[src/rtl/cpu_pkg.sv]
// Shared definitions for the 16-bit 5-stage pipeline: opcodes, forward
// selects, shadow-stage payload and hazard-unit FSM states.
package cpu_pkg;

    localparam int unsigned INSTR_W    = 16;
    localparam int unsigned OPC_W      = 4;
    localparam int unsigned REG_ADDR_W = 4;
    localparam int unsigned FWD_W      = 2;
    localparam int unsigned PERF_W     = 16;

    typedef logic [OPC_W-1:0] opcode_t;

    localparam opcode_t OP_ADD    = 4'h0;
    localparam opcode_t OP_SUB    = 4'h1;
    localparam opcode_t OP_RED    = 4'h2;
    localparam opcode_t OP_XOR    = 4'h3;
    localparam opcode_t OP_SLL    = 4'h4;
    localparam opcode_t OP_SRA    = 4'h5;
    localparam opcode_t OP_ROR    = 4'h6;
    localparam opcode_t OP_PADDSB = 4'h7;
    localparam opcode_t OP_LW     = 4'h8;
    localparam opcode_t OP_SW     = 4'h9;
    localparam opcode_t OP_LHB    = 4'hA;
    localparam opcode_t OP_LLB    = 4'hB;
    localparam opcode_t OP_B      = 4'hC;
    localparam opcode_t OP_BR     = 4'hD;
    localparam opcode_t OP_PCS    = 4'hE;
    localparam opcode_t OP_HLT    = 4'hF;

    localparam logic [FWD_W-1:0] FWD_REG = 2'b00;
    localparam logic [FWD_W-1:0] FWD_WB  = 2'b01;
    localparam logic [FWD_W-1:0] FWD_MEM = 2'b10;

    // Destination/source info tracked alongside each pipeline stage
    typedef struct packed {
        logic [REG_ADDR_W-1:0] dst;
        logic                  regwrite;
        logic                  memread;
        logic                  is_hlt;
        logic [REG_ADDR_W-1:0] src_a;
        logic [REG_ADDR_W-1:0] src_b;
        logic                  use_a;
        logic                  use_b;
    } shadow_t;

    typedef enum logic [1:0] {
        ST_RUN    = 2'd0,
        ST_DRAIN  = 2'd1,
        ST_HALTED = 2'd2
    } state_t;

    // Operand select: a younger EX/MEM producer wins over the WB producer; r0 never forwards
    function automatic logic [FWD_W-1:0] fwd_sel(
        input logic                  mem_wr,
        input logic [REG_ADDR_W-1:0] mem_dst,
        input logic                  wb_wr,
        input logic [REG_ADDR_W-1:0] wb_dst,
        input logic [REG_ADDR_W-1:0] src,
        input logic                  use_src
    );
        fwd_sel = FWD_REG;
        if (use_src && wb_wr && (wb_dst != '0) && (wb_dst == src)) begin
            fwd_sel = FWD_WB;
        end
        if (use_src && mem_wr && (mem_dst != '0) && (mem_dst == src)) begin
            fwd_sel = FWD_MEM;
        end
    endfunction

endpackage

[src/rtl/hazard_decode.sv]
// Instruction word -> register usage info; all-zero when the word is not valid.
module hazard_decode
    import cpu_pkg::*;
(
    input  logic [INSTR_W-1:0] instr,
    input  logic               valid,
    output shadow_t            info_c
);

    opcode_t               op;
    logic [REG_ADDR_W-1:0] rd;
    logic [REG_ADDR_W-1:0] rs;
    logic [REG_ADDR_W-1:0] rt;

    assign op = instr[15:12];
    assign rd = instr[11:8];
    assign rs = instr[7:4];
    assign rt = instr[3:0];

    // Opcode-driven source/destination classification
    always_comb begin
        info_c = '0;
        if (valid) begin
            info_c.dst = rd;
            case (op)
                OP_ADD, OP_SUB, OP_RED, OP_XOR, OP_PADDSB: begin
                    info_c.regwrite = 1'b1;
                    info_c.src_a    = rs;
                    info_c.use_a    = 1'b1;
                    info_c.src_b    = rt;
                    info_c.use_b    = 1'b1;
                end
                OP_SLL, OP_SRA, OP_ROR: begin
                    info_c.regwrite = 1'b1;
                    info_c.src_a    = rs;
                    info_c.use_a    = 1'b1;
                end
                OP_LW: begin
                    info_c.regwrite = 1'b1;
                    info_c.memread  = 1'b1;
                    info_c.src_a    = rs;
                    info_c.use_a    = 1'b1;
                end
                OP_SW: begin
                    info_c.src_a = rs;
                    info_c.use_a = 1'b1;
                    info_c.src_b = rd;
                    info_c.use_b = 1'b1;
                end
                OP_LHB, OP_LLB: begin
                    info_c.regwrite = 1'b1;
                    info_c.src_a    = rd;
                    info_c.use_a    = 1'b1;
                end
                OP_BR: begin
                    info_c.src_a = rs;
                    info_c.use_a = 1'b1;
                end
                OP_PCS: begin
                    info_c.regwrite = 1'b1;
                end
                OP_HLT: begin
                    info_c.is_hlt = 1'b1;
                end
                default: begin
                end
            endcase
        end
    end

endmodule

[src/rtl/hazard_forward_unit.sv]
// Forwarding / load-use hazard / HLT drain unit for the 5-stage pipeline.
// Optional macro HAZARD_PERF_CNT_EN adds a saturating load-use stall counter.
module hazard_forward_unit
    import cpu_pkg::*;
#(
    parameter int unsigned DRAIN_CYCLES = 3
) (
    input  logic               clk,
    input  logic               rst_n,
    input  logic [INSTR_W-1:0] instr_ID,
    input  logic               valid_ID,
    input  logic               flush_ID,
    output logic [FWD_W-1:0]   ForwardA,
    output logic [FWD_W-1:0]   ForwardB,
    output logic               stall_IF_ID,
    output logic               bubble_EX,
    output logic               halted
`ifdef HAZARD_PERF_CNT_EN
    ,
    output logic [PERF_W-1:0]  stall_count
`endif
);

    localparam int unsigned CNT_W = (DRAIN_CYCLES > 1) ? $clog2(DRAIN_CYCLES) : 1;

    shadow_t          ex_q, mem_q, wb_q;
    shadow_t          id_info_c;
    shadow_t          ex_load_c;
    logic             ex_load_valid_c;
    logic             hazard_c;
    state_t           state_q, state_d;
    logic [CNT_W-1:0] cnt_q, cnt_d;
    logic             unused_bits;

    hazard_decode u_dec_id (
        .instr  (instr_ID),
        .valid  (valid_ID),
        .info_c (id_info_c)
    );

    // Same instruction, but squashed to a zero bubble whenever EX must take a NOP
    assign ex_load_valid_c = valid_ID & ~bubble_EX;

    hazard_decode u_dec_ex (
        .instr  (instr_ID),
        .valid  (ex_load_valid_c),
        .info_c (ex_load_c)
    );

    // Load in EX whose destination is read by the instruction in ID
    assign hazard_c = ex_q.memread && (ex_q.dst != '0) &&
                      ((id_info_c.use_a && (id_info_c.src_a == ex_q.dst)) ||
                       (id_info_c.use_b && (id_info_c.src_b == ex_q.dst)));

    assign ForwardA = fwd_sel(mem_q.regwrite, mem_q.dst, wb_q.regwrite, wb_q.dst,
                              ex_q.src_a, ex_q.use_a);
    assign ForwardB = fwd_sel(mem_q.regwrite, mem_q.dst, wb_q.regwrite, wb_q.dst,
                              ex_q.src_b, ex_q.use_b);

    // Fields carried for completeness but not consumed by this unit
    assign unused_bits = ^{id_info_c.dst, id_info_c.regwrite, id_info_c.memread,
                           wb_q.memread, wb_q.is_hlt, wb_q.src_a, wb_q.src_b,
                           wb_q.use_a, wb_q.use_b};

    // Next state and stall/bubble/halt controls
    always_comb begin
        state_d     = state_q;
        cnt_d       = cnt_q;
        stall_IF_ID = 1'b0;
        bubble_EX   = 1'b0;
        halted      = 1'b0;
        case (state_q)
            ST_RUN: begin
                stall_IF_ID = hazard_c & ~flush_ID;
                bubble_EX   = hazard_c | flush_ID;
                // HLT has no sources so it can only be squashed by a flush
                if (id_info_c.is_hlt && !flush_ID) begin
                    state_d = ST_DRAIN;
                    cnt_d   = CNT_W'(DRAIN_CYCLES - 1);
                end
            end
            ST_DRAIN: begin
                stall_IF_ID = 1'b1;
                bubble_EX   = 1'b1;
                if (cnt_q == '0) begin
                    state_d = ST_HALTED;
                end else begin
                    cnt_d = cnt_q - CNT_W'(1);
                end
            end
            ST_HALTED: begin
                stall_IF_ID = 1'b1;
                bubble_EX   = 1'b1;
                halted      = 1'b1;
            end
            default: begin
                state_d = ST_RUN;
            end
        endcase
    end

    // Shadow pipeline advance and FSM state register
    always_ff @(posedge clk) begin
        if (!rst_n) begin
            ex_q    <= '0;
            mem_q   <= '0;
            wb_q    <= '0;
            state_q <= ST_RUN;
            cnt_q   <= '0;
        end else begin
            ex_q    <= ex_load_c;
            mem_q   <= ex_q;
            wb_q    <= mem_q;
            state_q <= state_d;
            cnt_q   <= cnt_d;
        end
    end

`ifdef HAZARD_PERF_CNT_EN
    // Saturating count of load-use stalls taken while running
    always_ff @(posedge clk) begin
        if (!rst_n) begin
            stall_count <= '0;
        end else if ((state_q == ST_RUN) && hazard_c && !flush_ID &&
                     (stall_count != {PERF_W{1'b1}})) begin
            stall_count <= stall_count + PERF_W'(1);
        end
    end
`endif

endmodule

[config.mk]
export PLATFORM = sky130hd
export DESIGN_NAME = hazard_forward_unit
export DESIGN_NICKNAME = d
export VERILOG_FILES = /design/src/rtl/cpu_pkg.sv /design/src/rtl/hazard_decode.sv /design/src/rtl/hazard_forward_unit.sv
export SDC_FILE = /design/constraint.sdc
export NUM_CORES = 1
export LEC_CHECK = 0
export ABC_AREA = 1
export CELL_PAD_IN_SITES_DETAIL_PLACEMENT = 1
export CELL_PAD_IN_SITES_GLOBAL_PLACEMENT = 2
export CORE_ASPECT_RATIO = 1.1
export CORE_MARGIN = 10
export CORE_UTILIZATION = 30
export DETAILED_ROUTE_END_ITERATION = 12
export GPL_TIMING_DRIVEN = 0
export HOLD_SLACK_MARGIN = 0.15
export PLACE_DENSITY = 0.82
export SLEW_MARGIN = 0
export SYNTH_ARGS = -nofsm -noshare
export SYNTH_HDL_FRONTEND = slang
export SYNTH_SLANG_ARGS = --single-unit
[constraint.sdc]
create_clock -name clk -period 5.1 [get_ports clk]
set_clock_uncertainty 0.15 [all_clocks]
set_input_delay 0.765 -clock clk [delete_from_list [all_inputs] [get_ports clk]]
set_output_delay 0.765 -clock clk [all_outputs]
set_load 0.005 [all_outputs]
==> impl_metrics.csv, run 1 <==
group,metric,value,unit
timing,whs,0.281,ns
outcome,status,"completed",
synth,yosys_register_bits,30,
setup_path,required,4.18,ns
floorplanning,dieArea,8770,um2
timing,report.final.slew_viol_count,0,
synth,synth.distinct_cells,27,
timing,worstMarginPinSlew,0.440,ns
timing,finalHoldViolCount,0,
setup_path,r2r_slack,3.37,ns
global_routing,grt_pass1_vias,1591,
finish,synthToLayoutAreaGrowth,26.6,%
power_and_ir_drop,p_leak,1.04,nW
place,gp_congestion,0.736,
synth,postSynthAreaPerCell,6.63,um2
finish,final_layout_size_suffix_gt1_share,5.76,%
clocking,root_buffer,"clkbuf_8",
setup_path,end_kind,"primary output",
clocking,clock_sinks,30,
min_path,min_from,"ex_q[12]",
synth,yosysSeqAreaShare,37.0,%
clocking,postCtsSetupRepairBufs,0,
timing,relSlewSlack,70.7,%
min_path,min_path_type,"register to register",
finish,diodes,0,
synth,yosysWarnings,0,
power_and_ir_drop,p_clk_share,24.1,%
clocking,cts_hold_buf,0,
global_routing,grt-ovfl-total,0,
synth,synthCells,245,
place,post-dp-hpwl,3.51,mm
timing,fin_tns_setup,0,ns
clocking,cts-buffers-inserted,5,
power_and_ir_drop,switching_share,35.2,%
timing,rsz0062_at_grt,"no",
synth,syn_nets,270,
setup_path,crit_path_start,"instr_ID[14]",
global_routing,grt.total_usage,10.0,%
detailed_routing,first_pass_iters,4,
power_and_ir_drop,pwr-share-comb,36.6,%
floorplanning,initial_core_util,30.5,%
detailed_routing,drtIter0Drc,44,
synth,netlist_area,1630,um2
power_and_ir_drop,switchingPower,0.260,mW
clocking,clk_latency,0.28,ns
timing,fin_crit_sh,79.9,%
clocking,clockBufferDepth,2,
global_routing,antenna_found_initial,0,
timing,clock.fmax,0.246,GHz
detailed_routing,drc,0,
timing,layout_min_cycle_time,4.07,ns
detailed_routing,num_vias,1529,
setup_path,start_kind,"input port",
clocking,cts_tree,"built",
setup_path,cp_max_fo,5,
floorplanning,rows,28,
detailed_routing,wire_per_inst,11.8,um
detailed_routing,ant_nets,0,
detailed_routing,drt-total-wl,4.18,mm
power_and_ir_drop,ir_drop,96.2,uV
global_routing,grt_max_degree,11,
global_routing,grt_pass1_wl,7.29,mm
clocking,htreeDepth,2,
floorplanning,fp.dieW,90.2,um
clocking,cts_resized,0,
finish,nets,303,
detailed_routing,drt-vias-per-instance,4.33,
floorplanning,core,5330,um2
power_and_ir_drop,p_per_area,359,nW/um2
floorplanning,ios,27,
setup_path,reg2reg_from,"ex_q[13]",
clocking,clk_pin_slew_worst_paths,0.06,ns
timing,setup-violations-final,0,
setup_path,criticalPathCategory,"input port to primary output",
power_and_ir_drop,internal_power,0.478,mW
place,portBuffers,26,
setup_path,cp.arrival,3.16,ns
power_and_ir_drop,seqPwrFrac,39.3,%
job,drv_cap,0,
floorplanning,die_h,97.2,um
## cells in the mapped netlist
library cell / instances / area [um2]
nand2_1: 68 / 255
inv_1: 52 / 195
dfxtp_1: 30 / 601
nor2_1: 25 / 93.8
nand3_1: 10 / 50.1
a21oi_1: 9 / 45.0
xor2_1: 7 / 61.3
nand4_1: 6 / 37.5
o21ai_0: 6 / 30.0
ha_1: 5 / 62.6
nor2_2: 3 / 18.8
nor4_1: 3 / 18.8
a211oi_1: 2 / 15.0
a21oi_2: 2 / 17.5
nand2_2: 2 / 12.5
nor3_1: 2 / 10.0
o22ai_1: 2 / 12.5
xnor2_1: 2 / 17.5
a221oi_1: 1 / 8.76
and2_1: 1 / 6.26
buf_6: 1 / 11.3
clkbuf_1: 1 / 3.75
nand2_4: 1 / 11.3
nand3b_1: 1 / 7.51
o211ai_1: 1 / 7.51
o21a_1: 1 / 7.51
o21bai_1: 1 / 7.51
## registers in the layout (all words and copies together) (netlist names)
| name | count |
|---|---|
| wb_q | 5 |
| cnt_q | 2 |
| mem_q | 5 |
| ex_q | 16 |
| state_q | 2 |
## power by group through the flow
stage | registers (mW) | logic [mW] | clock network, mW
floorplan | 0.288 | 0.174 | 0
global placement | 0.295 | 0.269 | 0
detailed placement | 0.296 | 0.277 | 0
CTS | 0.291 | 0.278 | 0.187
global route | 0.295 | 0.311 | 0.201
finish | 0.290 | 0.270 | 0.178
## cell usage in the layout, fill, tap and decap left out, drive strengths merged, types with 5 or more instances in the layout
master	count
dfxtp	30
a21oi	11
nand2	71
o21ai	6
ha	5
clkdlybuf4s50	26
nor2	28
xor2	7
inv	52
nand3	10
clkbuf	6
nand4	6
## critical path: stages
cell and delay [ns]:
clkdlybuf4s50_1 0.49, inv_1 0.11, nand2_1 0.08, nor2_1 0.25, nand2_1 0.16, nand3_1 0.11, nand2_1 0.05, nor2_1 0.12
nand3_1 0.09, nand2_1 0.10, nand2_1 0.06, nand2_1 0.05, nand2_1 0.04, nand2_1 0.07, nand2_2 0.07, inv_1 0.05
clkdlybuf4s50_1 0.49
## cell type report
| class | instances | area (um2) |
|---|---|---|
| inverter | 52 | 195 |
| buffer | 2 | 15.0 |
| fill | 709 | 3270 |
| clock buffer | 5 | 68.8 |
| clock inverter | 2 | 10.0 |
| tap | 75 | 93.8 |
| sequential | 30 | 601 |
| multi-input combinational | 161 | 815 |
| timing repair buffer | 26 | 260 |
## kinds of logic after synthesis
kind of cell               Yosys count  share of synthesized area (%)
AOI/OAI and AO/OA                   25                           9.32
xor gates and xnor gates             9                           4.85
adders and majority gates            5                           3.85
buffers and inverters               54                           12.9
DFF                                 30                           37.0
and+or+nand+nor                    122                           32.1
## final timing paths
check,to,depth (start not counted)
worst max-delay path,bubble_EX,17
worst min-delay path,mem_q[12],2
worst max register to register,ex_q[7],14
worst min register to register,mem_q[12],2
## routing by layer
layer,GRT usage [%],share of wire [%]
met3,2.55,3.2
met4,4.41,1.7
met2,17.3,50
met5,0,0
met1,11.3,45
## stage by stage
| stage | cells | instance area, um2 | utilization, % | power (mW) | setup slack, ns |
|---|---|---|---|---|---|
| after floorplan | 245 | 1630 | - | 0.462 | 2.33 |
| after global placement | 346 | 1980 | 37.2 | 0.564 | 0.992 |
| after detailed placement | 346 | 1980 | 37.2 | 0.573 | 1.00 |
| after CTS | 353 | 2060 | 38.7 | 0.756 | 0.996 |
| after global routing | 353 | 2060 | 38.7 | 0.807 | 0.745 |
| final | 353 | 2060 | 38.7 | 0.738 | 1.03 |
(Power assumes the default switching activity.)
==> run 2, diff against run 1 <==
--- a/config.mk
+++ b/config.mk
@@ -10,11 +10,11 @@
 export CELL_PAD_IN_SITES_GLOBAL_PLACEMENT = 2
 export CORE_ASPECT_RATIO = 1.1
 export CORE_MARGIN = 10
-export CORE_UTILIZATION = 30
+export CORE_UTILIZATION = 28
 export DETAILED_ROUTE_END_ITERATION = 12
 export GPL_TIMING_DRIVEN = 0
 export HOLD_SLACK_MARGIN = 0.15
-export PLACE_DENSITY = 0.82
+export PLACE_DENSITY = 0.77
 export SLEW_MARGIN = 0
 export SYNTH_ARGS = -nofsm -noshare
 export SYNTH_HDL_FRONTEND = slang
==> constraint.sdc (replaced) <==
create_clock -name clk -period 3.9 [get_ports clk]
set_clock_uncertainty 0.15 [all_clocks]
set_input_delay 0.585 -clock clk [delete_from_list [all_inputs] [get_ports clk]]
set_output_delay 0.585 -clock clk [all_outputs]
set_load 0.005 [all_outputs]
==> run 2 against run 1 <==
Compared with the run above:
- sequential cell count unchanged
- count of clock-buffer cells in the layout unchanged
- combinational power up 30%
- clock power up 70%
- utilization down 1.5 points
- power up 40%
- first-iteration DRC count down 23%
- register-to-register slack worse by 1.3 ns
- cell count up 0.85%
- non-clock buffer count unchanged
- setup slack worse by 0.76 ns
- largest cell class unchanged
- largest power group unchanged
- highest routed layer unchanged
==> impl_metrics.csv, run 2 (synthesis results as in run 1) <==
group,metric,value,unit
power_and_ir_drop,p_total,1.03,mW
place,preCtsSetupSlack,0.127,ns
timing,worstMarginPinSlew,0.483,ns
finish,nets,303,
min_path,min_from,"ex_q[12]",
floorplanning,core,5700,um2
finish,nFillCells,750,
power_and_ir_drop,p_leak,1.07,nW
detailed_routing,highest_layer,"met4",
finish,synthToLayoutAreaGrowth,30.3,%
detailed_routing,first_pass_iters,3,
timing,whs,0.273,ns
setup_path,max_stage_delay,0.49,ns
floorplanning,initial_core_util,28.5,%
timing,relSlewSlack,67.8,%
floorplanning,rows,29,
setup_path,cpLargestDelayFamily,"buffers and inverters",
timing,layout_min_cycle_time,3.63,ns
setup_path,crit_path_top_delay_cell,"clkdlybuf4s50_1",
timing,fin_crit_sh,93.1,%
detailed_routing,drtIter0Drc,34,
floorplanning,die_h,99.9,um
finish,multi_input_area,837,um2
setup_path,end_kind,"primary output",
clocking,cts_tree,"built",
finish,utilization,37.2,%
detailed_routing,wl_met2,2.02,mm
setup_path,timing.rr.end,"ex_q[8]",
power_and_ir_drop,ir_drop,194,uV
detailed_routing,num_vias,1533,
outcome,status,"completed",
finish,largest_reg_flops,16,
detailed_routing,wirelength_met1,2.01,mm
clocking,root_buffer,"clkbuf_8",
finish,final_area,2120,um2
clocking,clk_latency,0.28,ns
clocking,htreeDepth,2,
detailed_routing,drc,0,
min_path,whs_path_depth,2,
place,portBuffers,26,
setup_path,cpMostUsedCell,"nand2_1",
min_path,min_path_type,"register to register",
global_routing,grt.total_usage,9.98,%
clocking,postCtsSetupRepairBufs,0,
timing,fin_ws,0.267,ns
timing,finalHoldViolCount,0,
finish,diodes,0,
clocking,clock_sinks,30,
timing,clock.fmax,0.275,GHz
setup_path,crit_chain,"clkdlybuf4s50_1 -> inv_1 -> nand2_1 -> nor2_4 -> nand2_1 -> nand3_1 -> nand2_1 -> nor2_1 -> nand3_1 -> nand2_1 -> nand2_1 -> nand2_1 -> nand2_1 -> nand2_1 -> nand2_2 -> inv_1 -> clkdlybuf4s50_1",
finish,mostFrequentLayoutCell,"nand2_1",
setup_path,reg2reg_from,"ex_q[13]",
place,gp_congestion,0.764,
global_routing,grt_pass1_vias,1579,
place,dp.cells,348,
detailed_routing,drt-total-wl,4.25,mm
global_routing,grt-ovfl-total,0,
power_and_ir_drop,p_per_area,489,nW/um2
detailed_routing,drt-vias-per-instance,4.31,
finish,final_layout_size_suffix_gt1_share,6.81,%
finish,final_cell_mix,"67 x nand2_1, 52 x inv_1, 30 x dfxtp_1",
setup_path,critPathBufInv,4,
setup_path,criticalPathCategory,"input port to primary output",
timing,fin_tns_setup,0,ns
setup_path,required,3.16,ns
global_routing,antenna_found_initial,0,
finish,top_register,"ex_q",
min_path,hold_end,"mem_q[12]",
floorplanning,fp.dieW,92.6,um
finish,regArea,601,um2
finish,stdcell_count,356,
setup_path,r2r_slack,2.09,ns
finish,largestRegisters,"ex_q x16, mem_q x5, wb_q x5",
setup_path,cp.arrival,2.90,ns
clocking,clockBufferDepth,2,
global_routing,grt_max_degree,11,
timing,report.final.slew_viol_count,0,
detailed_routing,met3_length,127,um
timing,setup-violations-final,0,
place,dpl_cell_area,1980,um2
setup_path,start_kind,"input port",
global_routing,grt_pass1_wl,7.44,mm
place,post-dp-hpwl,3.56,mm
job,drv_cap,0,
floorplanning,dieArea,9260,um2
detailed_routing,wire_per_inst,11.9,um
setup_path,cp_max_fo,5,
floorplanning,ios,27,
clocking,clk_pin_slew_worst_paths,0.07,ns
clocking,cts-buffers-inserted,5,
detailed_routing,ant_nets,0,
setup_path,reg2reg_depth,14,
run 2: cell types whose count changed in the layout (fill, tap and decap cells not counted), sizes merged:
cell           delta
bufinv            +1
clkdlybuf4s50     -2
dlymetal6s2s      +2
run 2: how the worst max path moves through the flow:
stage / cells past startpoint / slack (ns) / end / startpoint
final: 17 / 0.27 / bubble_EX / instr_ID[13]
after global placement: 17 / 0.09 / bubble_EX / instr_ID[14]
after CTS: 17 / 0.12 / bubble_EX / instr_ID[14]
after global routing: 17 / -0.006 / bubble_EX / instr_ID[13]
after detailed placement: 17 / 0.13 / bubble_EX / instr_ID[14]
after floorplan: 15 / 1.49 / bubble_EX / instr_ID[13]
run 2: report_power, final:
part           internal, mW  switching [mW]  total [mW]
registers             0.348          0.0313       0.379
clock network         0.188           0.116       0.303
logic                 0.157           0.195       0.352
total                 0.693           0.342        1.03
run 2: area by class of cell:
class | instances | area share (%)
Clock inverter | 3 | 1.89
Clock buffer | 5 | 3.25
Sequential cell | 30 | 28.4
Timing Repair Buffer | 26 | 12.5
Multi-Input combinational cell | 161 | 39.5
Tap cell | 77 | 4.55
Inverter | 52 | 9.21
Buffer | 2 | 0.709
run 2: per-layer routing:
metal  vias up  track usage, %
li1        816               -
met5         -               0
met1       688            12.1
met4         0            4.63
met2        23            16.3
met3         6            2.46
run 2: tightest hold or removal path, cell delays in order, from the launching register on:
cell	delay, ns
dfxtp_1	0.31
nand2_1	0.05
inv_1	0.04
run 2: what timing repair did:
item	4_1_cts	5_1_grt
gates resized for setup	0	7
endpoints found under the setup margin	0	2
hold buffers	0	0
==> run 3, diff against run 2 <==
--- a/config.mk
+++ b/config.mk
@@ -14,7 +14,7 @@
 export DETAILED_ROUTE_END_ITERATION = 12
 export GPL_TIMING_DRIVEN = 0
 export HOLD_SLACK_MARGIN = 0.15
-export PLACE_DENSITY = 0.77
+export PLACE_DENSITY_LB_ADDON = 0.15
 export SLEW_MARGIN = 0
 export SYNTH_ARGS = -nofsm -noshare
 export SYNTH_HDL_FRONTEND = slang
==> run 3 against run 2 <==
Compared with the run above:
- sequential power hardly changed
- critical path depth fell by 1
- fmax rose by 1.8%
- power shrank 4.0%
- via count fell by 2.4%
- largest power group unchanged
- utilization decreased by 0.26 points
- sequential cell count unchanged
- largest cell class unchanged
- first-iteration DRC count shrank 29%
- sequential share of layout area up 0.20 points
- non-clock buffer count is the same
- register-to-register slack improved by 0.04 ns
==> impl_metrics.csv, run 3 (synthesis results as in run 1) <==
group,metric,value,unit
detailed_routing,highest_layer,"met4",
finish,diodes,0,
setup_path,end_kind,"primary output",
detailed_routing,wl_met2,2.01,mm
finish,final_layout_size_suffix_gt1_share,6.81,%
global_routing,grt.total_usage,9.62,%
timing,fin_tns_setup,0,ns
timing,fin_crit_sh,91.5,%
setup_path,crit_chain,"clkdlybuf4s50_1 -> nand2_1 -> a21oi_4 -> nand2_1 -> nand3_1 -> nand2_1 -> nor2_1 -> nand3_1 -> nand2_1 -> nand2_1 -> nand2_1 -> nand2_1 -> nand2_1 -> nand2_2 -> inv_1 -> clkdlybuf4s50_1",
timing,rsz0062_at_grt,"no",
finish,synthToLayoutAreaGrowth,29.4,%
detailed_routing,drt-vias-per-instance,4.20,
timing,relSlewSlack,70.4,%
detailed_routing,drtIter0Drc,24,
detailed_routing,ant_nets,0,
global_routing,grt_pass1_wl,7.29,mm
floorplanning,core,5700,um2
floorplanning,initial_core_util,28.5,%
setup_path,cpMostUsedCell,"nand2_1",
power_and_ir_drop,p_leak,1.07,nW
floorplanning,die_h,99.9,um
global_routing,grt_max_degree,11,
global_routing,grt-ovfl-total,0,
finish,largestRegisters,"ex_q x16, mem_q x5, wb_q x5",
timing,finalHoldViolCount,0,
setup_path,cpLargestDelayFamily,"buffers and inverters",
finish,nets,303,
clocking,root_buffer,"clkbuf_8",
outcome,status,"completed",
clocking,clk_pin_slew_worst_paths,0.07,ns
clocking,cts_resized,0,
detailed_routing,drc,0,
place,gp_congestion,0.744,
finish,top_register,"ex_q",
setup_path,start_kind,"input port",
clocking,htreeDepth,2,
setup_path,cp_max_fo,5,
clocking,cts_hold_buf,0,
floorplanning,fp.dieW,92.6,um
min_path,min_path_type,"register to register",
setup_path,required,3.16,ns
setup_path,critPathBufInv,3,
finish,largest_reg_flops,16,
setup_path,cp.arrival,2.83,ns
detailed_routing,first_pass_iters,4,
clocking,cts-buffers-inserted,5,
timing,worstMarginPinSlew,0.445,ns
finish,multi_input_area,837,um2
clocking,clock_sinks,30,
setup_path,r2r_slack,2.13,ns
power_and_ir_drop,ir_drop,156,uV
timing,layout_min_cycle_time,3.57,ns
place,post-dp-hpwl,3.50,mm
detailed_routing,wirelength_met1,2.07,mm
floorplanning,ios,27,
clocking,clk_latency,0.28,ns
finish,nFillCells,745,
finish,mostFrequentLayoutCell,"nand2_1",
detailed_routing,num_vias,1496,
timing,fin_ws,0.333,ns
place,portBuffers,26,
timing,report.final.slew_viol_count,0,
global_routing,antenna_found_initial,0,
detailed_routing,wire_per_inst,12.0,um
setup_path,criticalPathCategory,"input port to primary output",
setup_path,crit_path_top_delay_cell,"clkdlybuf4s50_1",
finish,regArea,601,um2
finish,final_cell_mix,"67 x nand2_1, 51 x inv_1, 30 x dfxtp_1",
floorplanning,rows,29,
detailed_routing,met3_length,148,um
place,preCtsSetupSlack,0.112,ns
power_and_ir_drop,p_per_area,472,nW/um2
setup_path,max_stage_delay,0.51,ns
clocking,clockBufferDepth,2,
global_routing,grt_pass1_vias,1633,
job,drv_cap,0,
clocking,cts_tree,"built",
floorplanning,dieArea,9260,um2
clocking,postCtsSetupRepairBufs,0,
detailed_routing,drt-total-wl,4.28,mm
timing,clock.fmax,0.280,GHz
timing,setup-violations-final,0,
run 3: cell count changes in the layout (fill, tap and decap cells not counted):
cell,before,now
bufinv_16,1,0
clkbuf_1,1,2
clkbuf_8,5,6
clkdlybuf4s50_1,24,23
clkinv_2,2,1
dlymetal6s2s_1,2,3
inv_1,52,51
inv_2,0,1
run 3: cell type report:
cell class	instances	share of cell area, %
plain buffers	2	0.714
clock buffers	7	4.10
clock inverters	1	0.238
inverters	52	9.28
multi-input cells	161	39.8
flip-flops and latches	30	28.6
well taps	77	4.58
repair buffers	26	12.7
run 3: metal layers:
metal	vias up	global-route usage, %
met5	-	0
met4	0	2.85
met3	5	2.84
met2	21	17.0
met1	658	10.9
li1	812	-
run 3: stage by stage:
stage	std cells	utilization, %	hold WS (ns)	total power, mW	area (um2)
5_1_grt	356	36.9	0.324	1.08	2100
4_1_cts	356	36.4	0.263	1.01	2070
3_3_place_gp	348	34.8	0.250	0.742	1980
3_5_place_dp	348	34.8	0.249	0.746	1980
6_report	356	36.9	0.256	0.993	2100
2_1_floorplan	245	-	0.240	0.604	1630
run 3: power by group:
part           switching (mW)  internal (mW)
sequential             0.0306          0.348
clock                   0.118          0.142
combinational           0.197          0.158
run 3: path summary, 6_finish.rpt:
check,end,from,depth (start not counted)
max,bubble_EX,instr_ID[13],16
min,mem_q[12],ex_q[12],2
max reg2reg,ex_q[8],ex_q[16],14
min reg2reg,mem_q[12],ex_q[12],2
run 3: tightest hold or removal path, stage by stage (launching register included):
cell	delay, ns
dfxtp_1	0.31
nand2_1	0.05
inv_1	0.04
